==> config.mk <==
export PLATFORM = sky130hd
export DESIGN_NAME = nco_freq_calibrator_flat
export DESIGN_NICKNAME = d
export VERILOG_FILES = /design/src/rtl/nco_freq_calibrator_pkg.sv /design/src/rtl/nco_freq_calibrator_if.sv /design/src/rtl/nco_freq_calibrator_seq_udiv.sv /design/src/rtl/nco_freq_calibrator.sv /design/src/flat_wrapper.sv
export SDC_FILE = /design/constraint.sdc
export NUM_CORES = 1
export LEC_CHECK = 0
export ABC_AREA = 1
export ABC_CLOCK_PERIOD_IN_PS = 6400
export CAP_MARGIN = 5
export CELL_PAD_IN_SITES_DETAIL_PLACEMENT = 2
export CELL_PAD_IN_SITES_GLOBAL_PLACEMENT = 2
export CORE_ASPECT_RATIO = 1.25
export CORE_MARGIN = 3
export CORE_UTILIZATION = 36
export CTS_BUF_LIST = sky130_fd_sc_hd__clkbuf_16
export DETAILED_ROUTE_END_ITERATION = 6
export PLACE_DENSITY_LB_ADDON = 0.1
export SLEW_MARGIN = 20
export SYNTH_ARGS = -nofsm -noshare
export SYNTH_HDL_FRONTEND = slang
export SYNTH_SLANG_ARGS = --single-unit
==> constraint.sdc <==
create_clock -name CLK -period 6.4 [get_ports CLK]
set_input_delay 1.92 -clock CLK [delete_from_list [all_inputs] [get_ports CLK]]
set_output_delay 1.92 -clock CLK [all_outputs]
set_load 0.01 [all_outputs]
==> src/rtl/nco_freq_calibrator_pkg.sv <==
// Shared state encoding, widths and defaults for the NCO frequency calibrator.
package nco_cal_pkg;

   localparam int          PHASE_W     = 32;
   localparam int          KEXP_DEF    = 20;
   localparam int unsigned TIMEOUT_DEF = 32'd1 << 26;

   typedef enum logic [2:0] {IDLE, ARM, GATE, DIV, DONE} calState_t;

   // a - b as a 33-bit signed value, clamped into the 32-bit signed range.
   function automatic logic [PHASE_W-1:0] satDiff(input logic [PHASE_W-1:0] a,
                                                  input logic [PHASE_W-1:0] b);
      logic [PHASE_W:0] d;
      d = {1'b0, a} - {1'b0, b};
      if (!d[PHASE_W] && d[PHASE_W-1])
         satDiff = {1'b0, {(PHASE_W-1){1'b1}}};
      else if (d[PHASE_W] && !d[PHASE_W-1])
         satDiff = {1'b1, {(PHASE_W-1){1'b0}}};
      else
         satDiff = d[PHASE_W-1:0];
   endfunction

endpackage

==> src/rtl/nco_freq_calibrator_if.sv <==
// Request/result bundle of the calibrator; master drives requests, slave returns results.
interface nco_freq_calibrator_if;
   import nco_cal_pkg::*;

   logic               start;
   logic               refIn;
   logic [PHASE_W-1:0] phaseIncNom;
   logic               busy;
   logic               done;
   logic [PHASE_W-1:0] phaseIncMeas;
   logic [PHASE_W-1:0] phaseErr;
   logic               timeout;
   logic               ovf;

   modport master (output start, refIn, phaseIncNom,
                   input  busy, done, phaseIncMeas, phaseErr, timeout, ovf);
   modport slave  (input  start, refIn, phaseIncNom,
                   output busy, done, phaseIncMeas, phaseErr, timeout, ovf);
endinterface

==> src/rtl/nco_freq_calibrator_seq_udiv.sv <==
// Restoring divider: 33 quotient bits of a 64/32 divide, done pulses 33 cycles after start.
// Only numerator bits [32:0] are shifted; larger quotients saturate to all-ones.
module seq_udiv (
   input  logic        CLK,
   input  logic        RST,
   input  logic        start,
   input  logic [63:0] numerator,
   input  logic [31:0] divisor,
   output logic [32:0] quotient,
   output logic        done
);
   logic [31:0] dvsr;
   logic [31:0] rem;
   logic [31:0] numLow;
   logic [32:0] quo;
   logic [5:0]  cnt;
   logic        sat;
   logic        active;
   logic [32:0] stepStart;
   logic [32:0] stepRun;

   // One restoring step: returns {quotient bit, new remainder}; requires r < d.
   function automatic logic [32:0] divStep(input logic [31:0] r, input logic b,
                                           input logic [31:0] d);
      logic [32:0] t;
      logic [32:0] s;
      t = {r, b};
      s = t - {1'b0, d};
      if (t >= {1'b0, d}) divStep = {1'b1, s[31:0]};
      else                divStep = {1'b0, t[31:0]};
   endfunction

   // The first step happens on the start cycle itself so 33 bits fit in 33 cycles.
   assign stepStart = divStep({1'b0, numerator[63:33]}, numerator[32], divisor);
   assign stepRun   = divStep(rem, numLow[31], dvsr);
   assign quotient  = sat ? '1 : quo;

   always_ff @(posedge CLK) begin
      if (RST) begin
         dvsr   <= '0;
         rem    <= '0;
         numLow <= '0;
         quo    <= '0;
         cnt    <= '0;
         sat    <= 1'b0;
         active <= 1'b0;
         done   <= 1'b0;
      end else begin
         done <= 1'b0;
         if (start) begin
            dvsr   <= divisor;
            sat    <= ({1'b0, numerator[63:33]} >= divisor);
            rem    <= stepStart[31:0];
            quo    <= {32'd0, stepStart[32]};
            numLow <= numerator[31:0];
            cnt    <= 6'd32;
            active <= 1'b1;
         end else if (active) begin
            rem    <= stepRun[31:0];
            quo    <= {quo[31:0], stepRun[32]};
            numLow <= {numLow[30:0], 1'b0};
            cnt    <= cnt - 6'd1;
            if (cnt == 6'd1) begin
               active <= 1'b0;
               done   <= 1'b1;
            end
         end
      end
   end
endmodule

==> src/rtl/nco_freq_calibrator.sv <==
// Measures the NCO phase increment matching refIn over 2^KEXP reference periods.
// done follows the terminal reference edge by 34 cycles; start is ignored while busy.
module nco_freq_calibrator
   import nco_cal_pkg::*;
#(
   parameter int          KEXP        = KEXP_DEF,
   parameter int unsigned TIMEOUT_CYC = TIMEOUT_DEF
) (
   input logic                  CLK,
   input logic                  RST,
   nco_freq_calibrator_if.slave bus
);
   localparam logic [63:0] NUMER    = 64'd1 << (PHASE_W + KEXP);
   localparam logic [31:0] GAP_LAST = 32'(TIMEOUT_CYC - 1);

   calState_t          state;
   logic               refSync1;
   logic               refSync2;
   logic               refPrev;
   logic               refEdge;
   logic [31:0]        cnt;
   logic [31:0]        cntInc;
   logic [31:0]        gap;
   logic [KEXP:0]      kCnt;
   logic [KEXP:0]      kNext;
   logic [PHASE_W-1:0] nomReg;
   logic [PHASE_W-1:0] measVal;
   logic [32:0]        quo;
   logic               divStart;
   logic               divDone;
   logic               gapExpired;

   assign refEdge    = refSync2 & ~refPrev;
   assign cntInc     = (cnt == '1) ? cnt : cnt + 32'd1;
   assign kNext      = kCnt + {{KEXP{1'b0}}, 1'b1};
   assign divStart   = (state == GATE) && refEdge && kNext[KEXP];
   assign gapExpired = !refEdge && (gap == GAP_LAST);
   assign measVal    = quo[32] ? '1 : quo[31:0];

   // cntInc includes the terminal cycle, so the divisor is the full edge-to-edge span.
   seq_udiv udiv (
      .CLK       (CLK),
      .RST       (RST),
      .start     (divStart),
      .numerator (NUMER),
      .divisor   (cntInc),
      .quotient  (quo),
      .done      (divDone)
   );

   always_ff @(posedge CLK) begin
      if (RST) begin
         state            <= IDLE;
         refSync1         <= 1'b0;
         refSync2         <= 1'b0;
         refPrev          <= 1'b0;
         cnt              <= '0;
         kCnt             <= '0;
         gap              <= '0;
         nomReg           <= '0;
         bus.busy         <= 1'b0;
         bus.done         <= 1'b0;
         bus.phaseIncMeas <= '0;
         bus.phaseErr     <= '0;
         bus.timeout      <= 1'b0;
         bus.ovf          <= 1'b0;
      end else begin
         refSync1 <= bus.refIn;
         refSync2 <= refSync1;
         refPrev  <= refSync2;
         bus.done <= 1'b0;
         case (state)
            IDLE: if (bus.start) begin
               state       <= ARM;
               nomReg      <= bus.phaseIncNom;
               bus.busy    <= 1'b1;
               bus.timeout <= 1'b0;
               bus.ovf     <= 1'b0;
               gap         <= '0;
            end
            ARM, GATE: begin
               if (state == GATE) cnt <= cntInc;
               if (refEdge) begin
                  gap <= '0;
                  if (state == ARM) begin
                     state <= GATE;
                     cnt   <= '0;
                     kCnt  <= '0;
                  end else begin
                     kCnt <= kNext;
                     if (kNext[KEXP]) state <= DIV;
                  end
               end else if (gapExpired) begin
                  state            <= DONE;
                  bus.done         <= 1'b1;
                  bus.busy         <= 1'b0;
                  bus.timeout      <= 1'b1;
                  bus.phaseIncMeas <= '0;
                  bus.phaseErr     <= '0;
                  bus.ovf          <= 1'b0;
               end else begin
                  gap <= gap + 32'd1;
               end
            end
            DIV: if (divDone) begin
               state            <= DONE;
               bus.done         <= 1'b1;
               bus.busy         <= 1'b0;
               bus.phaseIncMeas <= measVal;
               bus.phaseErr     <= satDiff(measVal, nomReg);
               bus.ovf          <= quo[32];
            end
            DONE:    state <= IDLE;
            default: state <= IDLE;
         endcase
      end
   end
endmodule

==> src/flat_wrapper.sv <==
// flat-port wrapper written by rule: the top's interface ports become plain ports
module nco_freq_calibrator_flat import nco_cal_pkg::*;
#(
   parameter int          KEXP        = KEXP_DEF,
   parameter int unsigned TIMEOUT_CYC = TIMEOUT_DEF
)
  (CLK, RST, bus_start, bus_refIn, bus_phaseIncNom, bus_busy, bus_done, bus_phaseIncMeas, bus_phaseErr, bus_timeout, bus_ovf);
  nco_freq_calibrator_if bus_i ();
  input logic CLK;
  input logic RST;
  input wire logic [$bits(bus_i.start)-1:0] bus_start;
  input wire logic [$bits(bus_i.refIn)-1:0] bus_refIn;
  input wire logic [$bits(bus_i.phaseIncNom)-1:0] bus_phaseIncNom;
  output wire logic [$bits(bus_i.busy)-1:0] bus_busy;
  output wire logic [$bits(bus_i.done)-1:0] bus_done;
  output wire logic [$bits(bus_i.phaseIncMeas)-1:0] bus_phaseIncMeas;
  output wire logic [$bits(bus_i.phaseErr)-1:0] bus_phaseErr;
  output wire logic [$bits(bus_i.timeout)-1:0] bus_timeout;
  output wire logic [$bits(bus_i.ovf)-1:0] bus_ovf;
  assign bus_i.start = bus_start;
  assign bus_i.refIn = bus_refIn;
  assign bus_i.phaseIncNom = bus_phaseIncNom;
  assign bus_busy = bus_i.busy;
  assign bus_done = bus_i.done;
  assign bus_phaseIncMeas = bus_i.phaseIncMeas;
  assign bus_phaseErr = bus_i.phaseErr;
  assign bus_timeout = bus_i.timeout;
  assign bus_ovf = bus_i.ovf;
  nco_freq_calibrator #(.KEXP(KEXP), .TIMEOUT_CYC(TIMEOUT_CYC)) u_core (.CLK(CLK), .RST(RST), .bus(bus_i));
endmodule
### Word-level counts from Yosys, hierarchy flattened

Cells that the tools add are included.
W data, S select, Z words.

| operators by class | value |
|---|---|
| magnitude comparators | 3 |
| multiplexer cells | 53 |
| equality and inequality tests | 13 |
| reduce and logical (&&, ||, !) cells | 23 |
| bitwise gates (word level) | 3 |
| add/subtract/negate cells | 7 |

Operators with widths:

| cell | count |
|---|---|
| $mux W32 | 16 |
| $pmux W32 S2 | 3 |
| $mux W33 | 3 |
| $add A32 B1 Y32 const B | 2 |
| $ge A33 B32 Y1 | 1 |
| $sub A32 B32 Y33 | 1 |
| $eq A32 B26 Y1 const B | 1 |
| $eq A32 B32 Y1 const B | 1 |
| $ge A20 B32 Y1 const A | 1 |
| $ge A21 B32 Y1 const A | 1 |
| $sub A21 B32 Y32 const A | 1 |
| $sub A32 B32 Y32 | 1 |
| $add A21 B1 Y21 const B | 1 |
| $mux W21 | 1 |
| $mux W3 | 6 |
| $mux W1 | 17 |
| $mux W6 | 2 |
| $reduce_and A4 Y1 | 3 |
| $pmux W3 S3 | 1 |
| $eq A3 B2 Y1 const B | 2 |
| $eq A6 B1 Y1 const B | 1 |
| $ne A2 B2 Y1 const B | 3 |
| $pmux W1 S3 | 2 |
| $reduce_bool A2 Y1 | 3 |
| 18 further kinds | 28 |

| word-level totals | value |
|---|---|
| output and inout port bits | 68 |
| flip-flop bits (word level) | 297 |
| logic and storage cells | 125 |
| bits of input ports | 36 |

### Logic depth before layout (Yosys ltp)

| depth | value |
|---|---|
| depth after elaboration | 9 |
| depth in mapped cells | 24 |
| mapped depth without buffers | 20 |

### Hierarchy

Synthesis repeated with hierarchy kept, for this count alone.

| unflattened totals | value |
|---|---|
| cells, all modules | 4076 |
| area, all modules | 24442.2 µm² |

Modules (own cells, without submodules):

| module | seq. area each (µm²) | instances | cells each | area each (µm²) |
|---|---|---|---|---|
| seq_udiv | 2762.6 | 1 | 2242 | 12759.7 |
| nco_freq_calibrator | 3823.7 | 1 | 1834 | 11682.5 |

### Least setup slack after synthesis

No wires, ideal clock.

| timing | value |
|---|---|
| kind | register to register |
| start | register u_core.cnt[0] |
| end | register u_core.udiv.rem[9] |
| arrival time | 3053 ps |
| path buffers | 4 |
| stages on the path, launching flop included | 21 |
| data required time | 6330 ps |
| clock period less this slack | 3123 ps |
| library setup time | 70 ps |
| slack | 3277 ps |
| cell sequence | dfxtp_1 > ha_1 > buf_2 > inv_2 > nor2_4 > nand2_2 > nor2_4 > nand2_2 > buf_6 > buf_6 > xnor2_4 > ha_1 > nand2_1 > nor2_1 > nand3_1 > nor2_4 > nand3_2 > a21oi_4 > buf_6 > nand3_1 > a21oi_1 |

| between the ends | value |
|---|---|
| word-level cells in the longest chain between the ends | 5 |
| elaborated cells on any way between the ends | 7 |
| those cells by class | add/sub: 2; order compare: 1; eq/ne: 1; mux: 3 |

RTL lines:

| element | RTL line | text |
|---|---|---|
| from (decl) | nco_freq_calibrator.sv:21 | `logic [31:0] cnt;` |
| from (signal assigned) | nco_freq_calibrator.sv:82 | `if (state == GATE) cnt <= cntInc;` |
| $add A32 B1 Y32 or $eq A32 B32 Y1 (tied branches) | nco_freq_calibrator.sv:34 | `assign cntInc = (cnt == '1) ? cnt : cnt + 32'd1;` |
| $mux W32 (*) | nco_freq_calibrator.sv:34 |  |
| $sub A21 B32 Y32 or $ge A21 B32 Y1 (tied branches) | nco_freq_calibrator_seq_udiv.sv:28, nco_freq_calibrator_seq_udiv.sv:29 |  |
| $mux W33 (*) | nco_freq_calibrator_seq_udiv.sv:29 | `if (t >= {1'b0, d}) divStep = {1'b1, s[31:0]};` |
| $mux W32 (*) | nco_freq_calibrator_seq_udiv.sv:50 | `if (start) begin` |
| to (signal assigned) | nco_freq_calibrator_seq_udiv.sv:53 | `rem <= stepStart[31:0];` |
| to (signal assigned) | nco_freq_calibrator_seq_udiv.sv:59 | `rem <= stepRun[31:0];` |
| to (decl) | nco_freq_calibrator_seq_udiv.sv:13 | `logic [31:0] rem;` |

Every way passes the cells marked *; elsewhere a longest branch is shown, timed or not.
A chain may end at the register's enable or synchronous reset.

### Final worst setup path

| timing | value |
|---|---|
| start | register u_core.udiv.sat |
| end | register u_core.bus.phaseErr[0] |

| between the ends | value |
|---|---|
| word-level cells in the longest chain between the ends | 9 |
| elaborated cells on any way between the ends | 11 |
| those cells by class | add/sub: 1; mux: 6; reduce/logical: 4 |

RTL lines:

| element | RTL line | text |
|---|---|---|
| from (decl) | nco_freq_calibrator_seq_udiv.sv:17 | `logic sat;` |
| from (signal assigned) | nco_freq_calibrator_seq_udiv.sv:52 | `sat <= ({1'b0, numerator[63:33]} >= divisor);` |
| $mux W33 (*) | nco_freq_calibrator_seq_udiv.sv:36 | `assign quotient = sat ? '1 : quo;` |
| $mux W32 (*) | nco_freq_calibrator.sv:38 | `assign measVal = quo[32] ? '1 : quo[31:0];` |
| $sub A32 B32 Y33 (*) | nco_freq_calibrator_pkg.sv:14 | `d = {1'b0, a} - {1'b0, b};` |
| $logic_not A1 Y1 | nco_freq_calibrator_pkg.sv:17 | `else if (d[PHASE_W] && !d[PHASE_W-1])` |
| $logic_and A1 B1 Y1 | nco_freq_calibrator_pkg.sv:17 |  |
| $mux W32 | nco_freq_calibrator_pkg.sv:17 |  |
| $mux W32 (*) | nco_freq_calibrator_pkg.sv:15 | `if (!d[PHASE_W] && d[PHASE_W-1])` |
| $mux W32 (*) | nco_freq_calibrator.sv:105 | `DIV: if (divDone) begin` |
| $pmux W32 S2 (*) | nco_freq_calibrator.sv:72 | `case (state)` |
| to (signal assigned) | nco_freq_calibrator.sv:110 | `bus.phaseErr <= satDiff(measVal, nomReg);` |
| to (decl) | nco_freq_calibrator_if.sv:18 | `output busy, done, phaseIncMeas, phaseErr, timeout, ovf);` |

Every way passes the cells marked *; elsewhere a longest branch is shown, timed or not. The select of a mux whose other input is x is not followed.

==> results.toml <==
[die]
die_area_um2 = 52200
dieHeight_um = 255
boundaryPins = 104
core_um2 = 48600
fp.dieW_um = 205
initial_core_util_pct = 36.6
rows = 90

[synth]
ys_types = 47
syn-cell-area_um2 = 17800
ys_warn_count = 0
async_flop_share_pct = 0
synth.ff_latch_count = 297
synthesis.nets = 2843
synth_edf_count = 0
synth_flop_cell = "dfxtp_1"
synth_area_leaders = "dfxtp_1, nand2_1, inv_1, nor2_1, a21oi_1"
syn_inst = 2734
netlist.area_leader.share_pct = 33.4
yosysSeqAreaShare_pct = 33.4
synth_area_leader_cell = "dfxtp_1"
synth_area_per_cell_um2 = 6.52

[clock_network]
clk_latency_ns = 0.56
cts_buffers = 36
clk_pin_slew_ns = 0.06
clock_path_buffers = 3
cts_hold_buf = 0
cts_root_buf = "clkbuf_16"
clock-sinks = 297
htreeDepth = 2
cts-resized-gates = 0
cts_tree = "done"
post_cts_buffers = 0

[placement]
placed_cells = 3404
port_buffers = 103
hpwl_mm = 55.7
gp_congestion = 0.932

[finish]
fin_cells = 3467
ff_latch_area_um2 = 5950
drive_gt1_share_pct = 4.32
nets = 2907
multi_input_area_um2 = 10000
final_common_cell = "nand2_1"
area_growth_pct = 15.2
layout_common_cells = "nand2_1, inv_1, nor2_1"
fillers = 5925

[worst_setup_path]
reg2reg_depth = 18
worstSetupPathType = "reg -> reg"
crit_required_ns = 6.81
cp-start-kind = "flip-flop"
cp-end-kind = "flip-flop"
r2r_start = "u_core.udiv.sat"
r2r-end = "u_core.bus.phaseErr[0]"
rrSetupSlack_ns = 1.78
cp.arrival_ns = 5.03
path_max_fanout = 29

[power_and_ir_drop]
vdd_drop_max_uv = 193
powerDensity_nw_per_um2 = 324
power_leakage_nw = 9.25

[worst_hold_path]
min_to = "u_core.refPrev"
hold_path_class = "reg -> reg"
holdPathStages = 2
holdCritStartpoint = "u_core.refSync2"

[detailed_routing]
dr.pass1.iters = 5
drt_wl_total_mm = 73.7
drtIter0Drc = 727
wl_per_cell_um = 21.2
vias_per_cell = 5.43
ant_nets = 0
vias = 18800
drc = 0

[timing]
finalSetupViolCount = 0
fin_skew_ns = 0.0203
period_needed_ns = 4.62
slew_viol_final = 0
max_freq_mhz = 216
rsz0062_at_grt = "no"
setup_tns_ns = 0
tightest_slew_ns = 1.04
fin_crit_sh_pct = 72.2
hold_viol = 0
relSlewSlack_pct = 30.5

[global_route]
grt_usage_pct = 27.7
grt_max_degree = 73
grt_pass1_vias = 20800
antenna_found_initial = 1
grt_pass1_wl_mm = 116
grt_overflow = 0

[run_status]
status = "complete, no violations"

[flow_run]
cap_violations = 0
registers in the layout, summed over array words and instances (netlist names):
register	count
u_core.bus.phaseErr	32
u_core.bus.busy	1
u_core.cnt	32
u_core.refSync2	1
u_core.udiv.sat	1
u_core.kCnt	21
u_core.udiv.rem	32
u_core.refSync1	1
u_core.bus.timeout	1
u_core.nomReg	32
u_core.udiv.active	1
u_core.gap	32
u_core.bus.done	1
u_core.state	3
u_core.udiv.cnt	6
u_core.udiv.dvsr	32
u_core.bus.phaseIncMeas	32
u_core.udiv.quo	33
u_core.refPrev	1
u_core.bus.ovf	1
u_core.udiv.done	1
power by group:
group	switching [mW]	internal [mW]
Clock	0.882	1.17
Sequential	0.139	2.00
Combinational	1.83	0.626
layer usage:
layer | share of wire, % | global-route usage (%) | up-vias
met5 | 0 | 0 | -
met4 | 2.4 | 7.05 | 0
met3 | 2.6 | 3.19 | 101
met2 | 51 | 51.3 | 272
met1 | 44 | 33.9 | 9456
li1 | - | - | 8998
final cells by class:
class / count / share of cell area [%]
clock buffers: 37 / 4.51
repair buffers: 120 / 5.63
flip-flops and latches: 297 / 28.9
multi-input cells: 1954 / 48.9
clock inverters: 25 / 0.981
well taps: 644 / 3.92
diodes: 1 / 0.0122
inverters: 389 / 7.11
worst max-delay path: stages, from the launching register on:
cell and delay, ns:
dfxtp_1 0.32, nor2_2 0.76, inv_1 0.15, nor2_1 0.20
ha_1 0.18, inv_1 0.05, fa_1 0.39, nand3_1 0.10
nand2_1 0.11, a21oi_1 0.34, o21ai_0 0.28, nand2_1 0.12
nand2_1 0.13, a21oi_1 0.28, nand3_1 0.14, nand2_2 0.52
inv_1 0.19, nand2_1 0.13, a21oi_1 0.07
stage by stage:
stage | setup WS (ns) | instance area, um^2 | power [mW] | utilization [%] | hold WS, ns
after CTS | 1.41 | 20500 | 6.69 | 42.2 | 0.432
final | 1.78 | 20500 | 6.65 | 42.2 | 0.436
after global placement | 1.76 | 19400 | 4.49 | 39.9 | 0.393
after detailed placement | 1.45 | 19400 | 4.58 | 39.9 | 0.408
after floorplan | 3.28 | 17800 | 3.71 | - | 0.388
after global routing | 1.37 | 20500 | 7.02 | 42.2 | 0.468
worst max path at each step:
stage                                   to  slack (ns)            start
finish              u_core.bus.phaseErr[0]        1.78  u_core.udiv.sat
global route        u_core.bus.phaseErr[0]        1.37  u_core.udiv.sat
CTS                 u_core.bus.phaseErr[0]        1.41  u_core.udiv.sat
detailed placement  u_core.bus.phaseErr[0]        1.45  u_core.udiv.sat
global placement    u_core.bus.phaseErr[1]        1.76  u_core.udiv.sat
floorplan               u_core.udiv.rem[9]        3.28    u_core.cnt[0]
cells by family (layout without fill, tap and decap cells):
| logic type | Yosys count | after routing | synth area share [%] |
|---|---|---|---|
| AOI/OAI and AO/OA | 548 | 548 | 17.2 |
| DFF | 297 | 297 | 33.4 |
| other | 0 | 1 | 0 |
| buffers and inverters | 483 | 571 | 10.4 |
| xor gates and xnor gates | 80 | 80 | 4.04 |
| adders and majority gates | 73 | 73 | 5.21 |
| and+or+nand+nor | 1253 | 1253 | 29.8 |
synth_stat cells (all sizes together) (4+ instances only):
library cell	number
o21bai	7
inv	383
nand2	589
nand4	32
a211oi	41
a21o	7
nand3	177
o21a	8
nand3b	14
o21ai	175
buf	16
o211ai	30
or2	4
xnor2	32
ha	71
a31oi	6
o22ai	26
clkinv	6
nor4	10
a221oi	4
nor3	43
dfxtp	297
clkbuf	78
xor2	48
a21oi	237
nor2	381
Note: power is estimated with default switching activity, not from simulation.
